<file path="src/rtl/conv_pkg.sv">
// Shared types and helpers for the single-MAC convolution sequencer.
package conv_pkg;

    typedef enum logic [2:0] {
        IDLE,
        CLR,
        MAC,
        DRAIN,
        OUT,
        DONE
    } sched_state_t;

    function automatic int n_out(input int x_size, input int f_size);
        return x_size - f_size + 1;
    endfunction

endpackage

</file>
<file path="src/rtl/conv_idx_counter.sv">
// Up-counter with sync clear, increment enable and terminal-count flag.
module conv_idx_counter #(
    parameter int W    = 8,
    parameter int LAST = 255
) (
    input  logic         clk,
    input  logic         reset,
    input  logic         clr,
    input  logic         inc,
    output logic [W-1:0] count,
    output logic         last
);

    always_ff @(posedge clk or negedge reset) begin
        if (!reset) begin
            count <= '0;
        end else if (clr) begin
            count <= '0;
        end else if (inc) begin
            count <= count + W'(1);
        end
    end

    assign last = (count == W'(LAST));

endmodule

</file>
<file path="src/rtl/conv_mac_sched.sv">
// Walks every valid output position of a single-MAC convolution and
// drives memory addresses, accumulator strobes and the output handshake.
module conv_mac_sched
    import conv_pkg::*;
#(
    parameter int X_SIZE   = 128,
    parameter int F_SIZE   = 32,
    parameter int X_ADDR_W = $clog2(X_SIZE),
    parameter int F_ADDR_W = (F_SIZE > 1) ? $clog2(F_SIZE) : 1
) (
    input  logic                clk,
    input  logic                reset,
    input  logic                start,
    output logic [X_ADDR_W-1:0] x_addr,
    output logic [F_ADDR_W-1:0] f_addr,
    output logic                acc_clr,
    output logic                acc_en,
    output logic                m_valid_y,
    input  logic                m_ready_y,
    output logic                done,
    output logic                busy,
    output logic [X_ADDR_W-1:0] out_idx
);

    localparam int N_OUT = n_out(X_SIZE, F_SIZE);

    if (F_SIZE < 1 || F_SIZE > X_SIZE) begin : g_bad_size
        $error("conv_mac_sched: F_SIZE must be within 1..X_SIZE");
    end

    sched_state_t        state;
    logic [X_ADDR_W-1:0] k_cnt;
    logic [F_ADDR_W-1:0] j_cnt;
    logic                k_last;
    logic                j_last;
    logic                k_clr;
    logic                k_inc;
    logic                j_clr;
    logic                j_inc;

    assign k_clr = (state == DONE) || (state == IDLE && start);
    assign k_inc = (state == OUT) && m_ready_y && !k_last;
    assign j_clr = (state == DONE) || (state == OUT && m_ready_y);
    assign j_inc = (state == CLR || state == MAC) && !j_last;

    conv_idx_counter #(
        .W    (X_ADDR_W),
        .LAST (N_OUT - 1)
    ) u_k (
        .clk   (clk),
        .reset (reset),
        .clr   (k_clr),
        .inc   (k_inc),
        .count (k_cnt),
        .last  (k_last)
    );

    conv_idx_counter #(
        .W    (F_ADDR_W),
        .LAST (F_SIZE - 1)
    ) u_j (
        .clk   (clk),
        .reset (reset),
        .clr   (j_clr),
        .inc   (j_inc),
        .count (j_cnt),
        .last  (j_last)
    );

    // j holds at its last value through DRAIN/OUT, so addresses hold too.
    assign x_addr  = k_cnt + X_ADDR_W'(j_cnt);
    assign f_addr  = j_cnt;
    assign out_idx = k_cnt;

    always_ff @(posedge clk or negedge reset) begin
        if (!reset) begin
            state     <= IDLE;
            acc_clr   <= 1'b0;
            acc_en    <= 1'b0;
            m_valid_y <= 1'b0;
            done      <= 1'b0;
            busy      <= 1'b0;
        end else begin
            acc_clr   <= 1'b0;
            acc_en    <= 1'b0;
            m_valid_y <= 1'b0;
            done      <= 1'b0;
            unique case (state)
                IDLE: begin
                    if (start) begin
                        state   <= CLR;
                        acc_clr <= 1'b1;
                        busy    <= 1'b1;
                    end
                end
                CLR: begin
                    acc_en <= 1'b1;
                    state  <= j_last ? DRAIN : MAC;
                end
                MAC: begin
                    acc_en <= 1'b1;
                    if (j_last) begin
                        state <= DRAIN;
                    end
                end
                DRAIN: begin
                    state     <= OUT;
                    m_valid_y <= 1'b1;
                end
                OUT: begin
                    if (!m_ready_y) begin
                        m_valid_y <= 1'b1;
                    end else if (k_last) begin
                        state <= DONE;
                        done  <= 1'b1;
                    end else begin
                        state   <= CLR;
                        acc_clr <= 1'b1;
                    end
                end
                DONE: begin
                    state <= IDLE;
                    busy  <= 1'b0;
                end
                default: begin
                    state <= IDLE;
                    busy  <= 1'b0;
                end
            endcase
        end
    end

    a_addr_range: assert property (@(posedge clk) disable iff (!reset)
        (int'(k_cnt) + int'(j_cnt) <= X_SIZE - 1));

    a_strobe_excl: assert property (@(posedge clk) disable iff (!reset)
        !(acc_clr && acc_en));

endmodule
</file>
<file path="config.mk">
export PLATFORM = sky130hd
export DESIGN_NAME = conv_mac_sched
export DESIGN_NICKNAME = d
export VERILOG_FILES = /design/src/rtl/conv_pkg.sv /design/src/rtl/conv_idx_counter.sv /design/src/rtl/conv_mac_sched.sv
export SDC_FILE = /design/constraint.sdc
export NUM_CORES = 1
export LEC_CHECK = 0
export BUFFER_PORTS_ARGS = -buffer_cell sky130_fd_sc_hd__buf_2
export CORE_MARGIN = 3
export CORE_UTILIZATION = 48
export DETAILED_ROUTE_END_ITERATION = 8
export GPL_TIMING_DRIVEN = 0
export PLACE_DENSITY_LB_ADDON = 0.12
export SYNTH_ARGS = -nofsm -noshare
export SYNTH_HDL_FRONTEND = slang
export SYNTH_SLANG_ARGS = --single-unit
</file>
<file path="constraint.sdc">
create_clock -name clk -period 1.8 [get_ports clk]
set_clock_uncertainty 0.15 [all_clocks]
set_input_delay 0.18 -clock clk [delete_from_list [all_inputs] [get_ports clk]]
set_output_delay 0.18 -clock clk [all_outputs]
set_load 0.005 [all_outputs]
</file>
After elaboration in Yosys (flattened, before gate mapping):

Index checks and enable logic that the tools add are counted.

* flip-flop bits (word level): 20
* word-level logic and storage cells: 60
* output and inout bits: 24
* bits of input ports: 4

* bitwise logic cells: 1
* add/sub/neg operators: 3
* reductions and logical operators: 16
* muxes and demuxes: 22
* equal/unequal tests: 10

Operators with widths (count)
* 3-bit one-hot mux with 5 select lines: 1
* 7-bit two-way mux: 2
* 3-bit two-way mux: 4
* 1-bit two-way mux: 10
* 5-bit two-way mux: 2
* 7-bit by 1-bit adder with 7-bit output, second input constant: 1
* 7-bit by 5-bit adder with 7-bit output: 1
* 7-bit equality test, second input constant: 1
* 3-bit by 2-bit equality test with 1-bit output, second input constant: 2
* 3-bit equality test, second input constant: 2
* 2-bit != test, second input constant: 3
* 1-bit one-hot mux with 2 select lines: 3
* 5-bit by 1-bit adder with 5-bit output, second input constant: 1
* 5-bit equality test, second input constant: 1
* 1-bit logical AND: 4
* 2-bit nonzero test: 2
* 4-bit OR reduction: 1
* 3-bit by 1-bit equality test with 1-bit output, second input constant: 1
* 3-bit zero test: 1
* 1-bit logical OR: 3
* 3-bit AND reduction: 1
* 1-bit zero test: 2
* 2-bit AND reduction: 1
* 2-bit OR reduction: 1
* 1-bit inverter: 1

Logic depth before layout (Yosys ltp):

* depth in word-level cells: 5
* depth in mapped cells: 7
* gate-level depth less buffers: 7

By module:

From an unflattened synthesis, not the netlist that was laid out.

* cells, all modules: 126
* area, all modules: 1237.4 um2

Modules (own cells, without submodules)
* conv_mac_sched: area an instance 598.1 um2, sequential area each 200.2 um2, cells each 68, times used 1
* conv_idx_counter at u_k: area an instance 362.8 um2, sequential area each 175.2 um2, cells each 36, times used 1
* conv_idx_counter at u_j: area an instance 276.5 um2, sequential area each 125.1 um2, cells each 22, times used 1

Worst setup path after synthesis:

OpenSTA, ideal clock, no wires.

* path kind: register to output
* start: reg u_j.count[0]
* end: out x_addr[6]
* arrival time: 1544 ps
* path buffers: 0
* data required time: 1470 ps
* slack: -74 ps
* stages on the path, launching flop included: 8
* cells stage by stage: dfrtp_1 -> ha_1 -> inv_1 -> fa_1 -> nor2b_1 -> o2111ai_1 -> nand3_1 -> xor2_1

* word-level cells in the longest chain between the ends: 1

Ends and longest elaborated chain
* start, declared: RTL line conv_idx_counter.sv:10 `output logic [W-1:0] count,`
* start signal, assigned: RTL line conv_idx_counter.sv:20 `count <= count + W'(1);`
* 7-bit by 5-bit adder with 7-bit output: RTL line conv_mac_sched.sv:71 `assign x_addr = k_cnt + X_ADDR_W'(j_cnt);`
* end, declared: RTL line conv_mac_sched.sv:14 `output logic [X_ADDR_W-1:0] x_addr,`

No other way between the ends.

Worst setup path in the final report:

* start: reg u_k.count[0]
* end: out x_addr[6]

* word-level cells in the longest chain between the ends: 1

Ends and longest elaborated chain (RTL line)
* start, declared: conv_idx_counter.sv:10
* start signal, assigned: conv_idx_counter.sv:20
* 7-bit by 5-bit adder with 7-bit output: conv_mac_sched.sv:71

No other way between the ends.

==> impl_metrics.env <==
export IMPL_outcome="finished with violations"
export IMPL_violations="negative setup slack"
export IMPL_cts_sinks=20
export IMPL_setup_viol=12
export IMPL_ant_nets=0
export IMPL_cts_root_buf="clkbuf_4"
export IMPL_hold_viol_final=0
export IMPL_cts_tree="done"
export IMPL_grt_ovfl_total=0
export IMPL_period_share_pct=125.7
export IMPL_clkLatencyLatePin_ns=0.29
export IMPL_grt_total_usage_pct=20.27
export IMPL_async_flop_share_pct=100.0
export IMPL_start_kind="register"
export IMPL_power_uw=2355
export IMPL_drc=0
export IMPL_start_util_pct=53.16
export IMPL_ios=28
export IMPL_diodes=0
export IMPL_grt_pass1_vias=1153
export IMPL_core_um2=2318
export IMPL_area_delta_synth_final_pct=36.75
export IMPL_power_per_cell_area_nw_per_um2=1397
export IMPL_final_util_pct=72.69
export IMPL_synth_edf_count=0
export IMPL_multi_input_area_um2=769.5
export IMPL_vdd_drop_max_v=0.001265
export IMPL_leakagePower_uw=0.0008715
export IMPL_die_y_um=56.67
export IMPL_cts_htree_levels=1
export IMPL_fin_crit_ns=2.262
export IMPL_clock_fmax_ghz=0.4421
export IMPL_fp_dieW_um=56.67
export IMPL_max_slew_margin_pct=70.69
export IMPL_clk_pin_slew_ns=0.11
export IMPL_rsz0062_at_grt="true"
export IMPL_place_gp_congestion=0.8426
export IMPL_drt_pre_antenna_iters=4
export IMPL_max_cap_violations=0
export IMPL_synth_main_ff_cell="dfrtp_1"
export IMPL_syn_nets=141
export IMPL_drtIter0Drc=39
export IMPL_hpwl_mm=1.894
export IMPL_yosysWarnings=0
export IMPL_clk_path_buf_depth=2
export IMPL_timing_setup_tns_ns=-2.197
export IMPL_worst_ep_arrival_time_ns=1.93
export IMPL_maxSlewViolCount=0
export IMPL_cp_max_fo=2
export IMPL_rows=17
export IMPL_dp_slack_ns=-0.2491
export IMPL_grt_pass1_wl_mm=5.106
export IMPL_io_buffers=27
export IMPL_postSynthAreaPerCell_um2=9.704
export IMPL_vias=1098
export IMPL_fin_ws_ns=-0.4617
export IMPL_postSynthCellCount=127
export IMPL_ys_seq_area_share_pct=40.61
export IMPL_end_kind="output pin"
export IMPL_final_nets=189
export IMPL_path_class="reg -> out"
export IMPL_min_path_type="in -> reg"
export IMPL_fp_dieArea_um2=3211
export IMPL_worst_pin_slew_ns=0.4396
export IMPL_wl_per_cell_um=15.03
export IMPL_critPathRequiredTime_ns=1.47
export IMPL_grt_max_degree=21
export IMPL_synth_area_um2=1232
export IMPL_grt_antenna_before_repair=0
export IMPL_whs_ns=0.1253
export IMPL_synth_seq_cells=20
export IMPL_cts_buffers=3
export IMPL_fill_cells=186
export IMPL_seqCellArea_um2=506.7
export IMPL_vias_per_cell=5.436
export IMPL_synth_distinct_cells=32
export IMPL_drive_above_1_share_pct=42.53
export IMPL_wl_mm=3.037
-- per-layer routing --
| metal | part of all wire [%] | vias up | GRT usage, % |
|---|---|---|---|
| li1 | - | 529 | - |
| met1 | 45 | 538 | 24.93 |
| met2 | 49 | 25 | 35.31 |
| met3 | 4.2 | 6 | 3.678 |
| met4 | 1.9 | 0 | 6.780 |
| met5 | 0 | - | 0 |
-- layout make-up --
type,instances,share of cell area (%)
well taps,28,2.079
plain buffers,4,1.707
repair buffers,43,16.33
multi-input cells,94,45.66
clock buffers,4,2.153
flip-flops and latches,20,30.07
inverters,9,2.004
-- sequential cells by signal, summed over array words and instances, names as in the netlist --
signal / cells
acc_clr: 1
acc_en: 1
busy: 1
done: 1
m_valid_y: 1
state: 3
u_j.count: 5
u_k.count: 7
-- metrics by stage --
step / area (µm²) / cells
after detailed placement: 1410 / 182
after global placement: 1410 / 182
after floorplan: 1240 / 127
after CTS: 1640 / 199
after global routing: 1685 / 202
final: 1685 / 202
-- cells in the mapped netlist, drive strengths merged, types with 2 or more instances --
library cell / count / area, µm²
inv: 9 / 33.78
o21ai: 9 / 45.04
a21oi: 3 / 15.01
nor2: 10 / 37.54
ha: 9 / 112.6
nand3: 5 / 25.02
buf: 4 / 28.78
xnor2: 5 / 51.30
and3: 3 / 18.77
dfrtp: 20 / 500.5
nor2b: 3 / 18.77
nand2: 18 / 67.56
mux2i: 5 / 50.05
xor2: 6 / 52.55
nand4: 3 / 18.77
a21o: 2 / 15.01
-- what timing repair did --
action                                  in CTS  in global routing
resized for setup                           20                  8
hold buffers                                 2                  0
pin swaps                                   12                  7
setup buffers                               11                  3
endpoints found under the hold margin       21                  0
endpoints found under the setup margin      11                 13
-- placed cells by master, fill, tap and decap left out, types with 2 or more instances in the layout --
cell and count:
xor2_1 6, ha_4 5, dfrtp_1 15, buf_6 5, nor2_1 10, o21ai_0 5, nand4_1 3, buf_4 11
dfrtp_2 5, nor2b_1 2, clkbuf_4 3, xnor2_1 3, nand3_1 5, a21o_1 2, inv_1 7, o21ai_1 3
ha_1 3, xnor2_2 2, nand2_1 18, inv_2 2, a21oi_1 2, and3_1 2, buf_2 29, dlygate4sd3_1 2
mux2i_1 5
-- worst max-delay path, stage by stage, from the launching register on --
cell       delay (ns)
dfrtp_1          0.41
ha_4             0.16
inv_2            0.04
fa_2             0.37
nor2b_4          0.16
o2111ai_1        0.12
nand3_1          0.11
xor2_1           0.14
buf_2            0.13
-- power breakdown --
group / switching (µW) / leakage (µW) / internal, µW
Sequential: 116 / 0.000254 / 593
Combinational: 671 / 0.000597 / 717
Clock: 134 / 0.0000210 / 123
-- final timing paths --
kind                              start  cells after the start  slack, ns            to
max                        u_k.count[0]                      8      -0.46     x_addr[6]
min                               start                      4       0.13       acc_clr
max reg2reg                u_j.count[0]                      7      -0.08  u_j.count[3]
min reg2reg                        busy                      2       0.40          busy
max in group asynchronous         reset                      2       0.98  u_j.count[1]
min in group asynchronous         reset                      2       0.20  u_j.count[3]
-- cells by family (layout without fill, tap and decap cells) --
kind of cell    count (synthesis)  after routing  synth area share, %
simple gates                   48             48                20.51
compound gates                 20             20                10.56
flops                          20             20                40.61
buf+inv                        13             60                5.076
xor+xnor                       11             11                8.426
fa+ha+maj                      10             10                10.76
mux                             5              5                4.061
(Power assumes the default switching activity.)
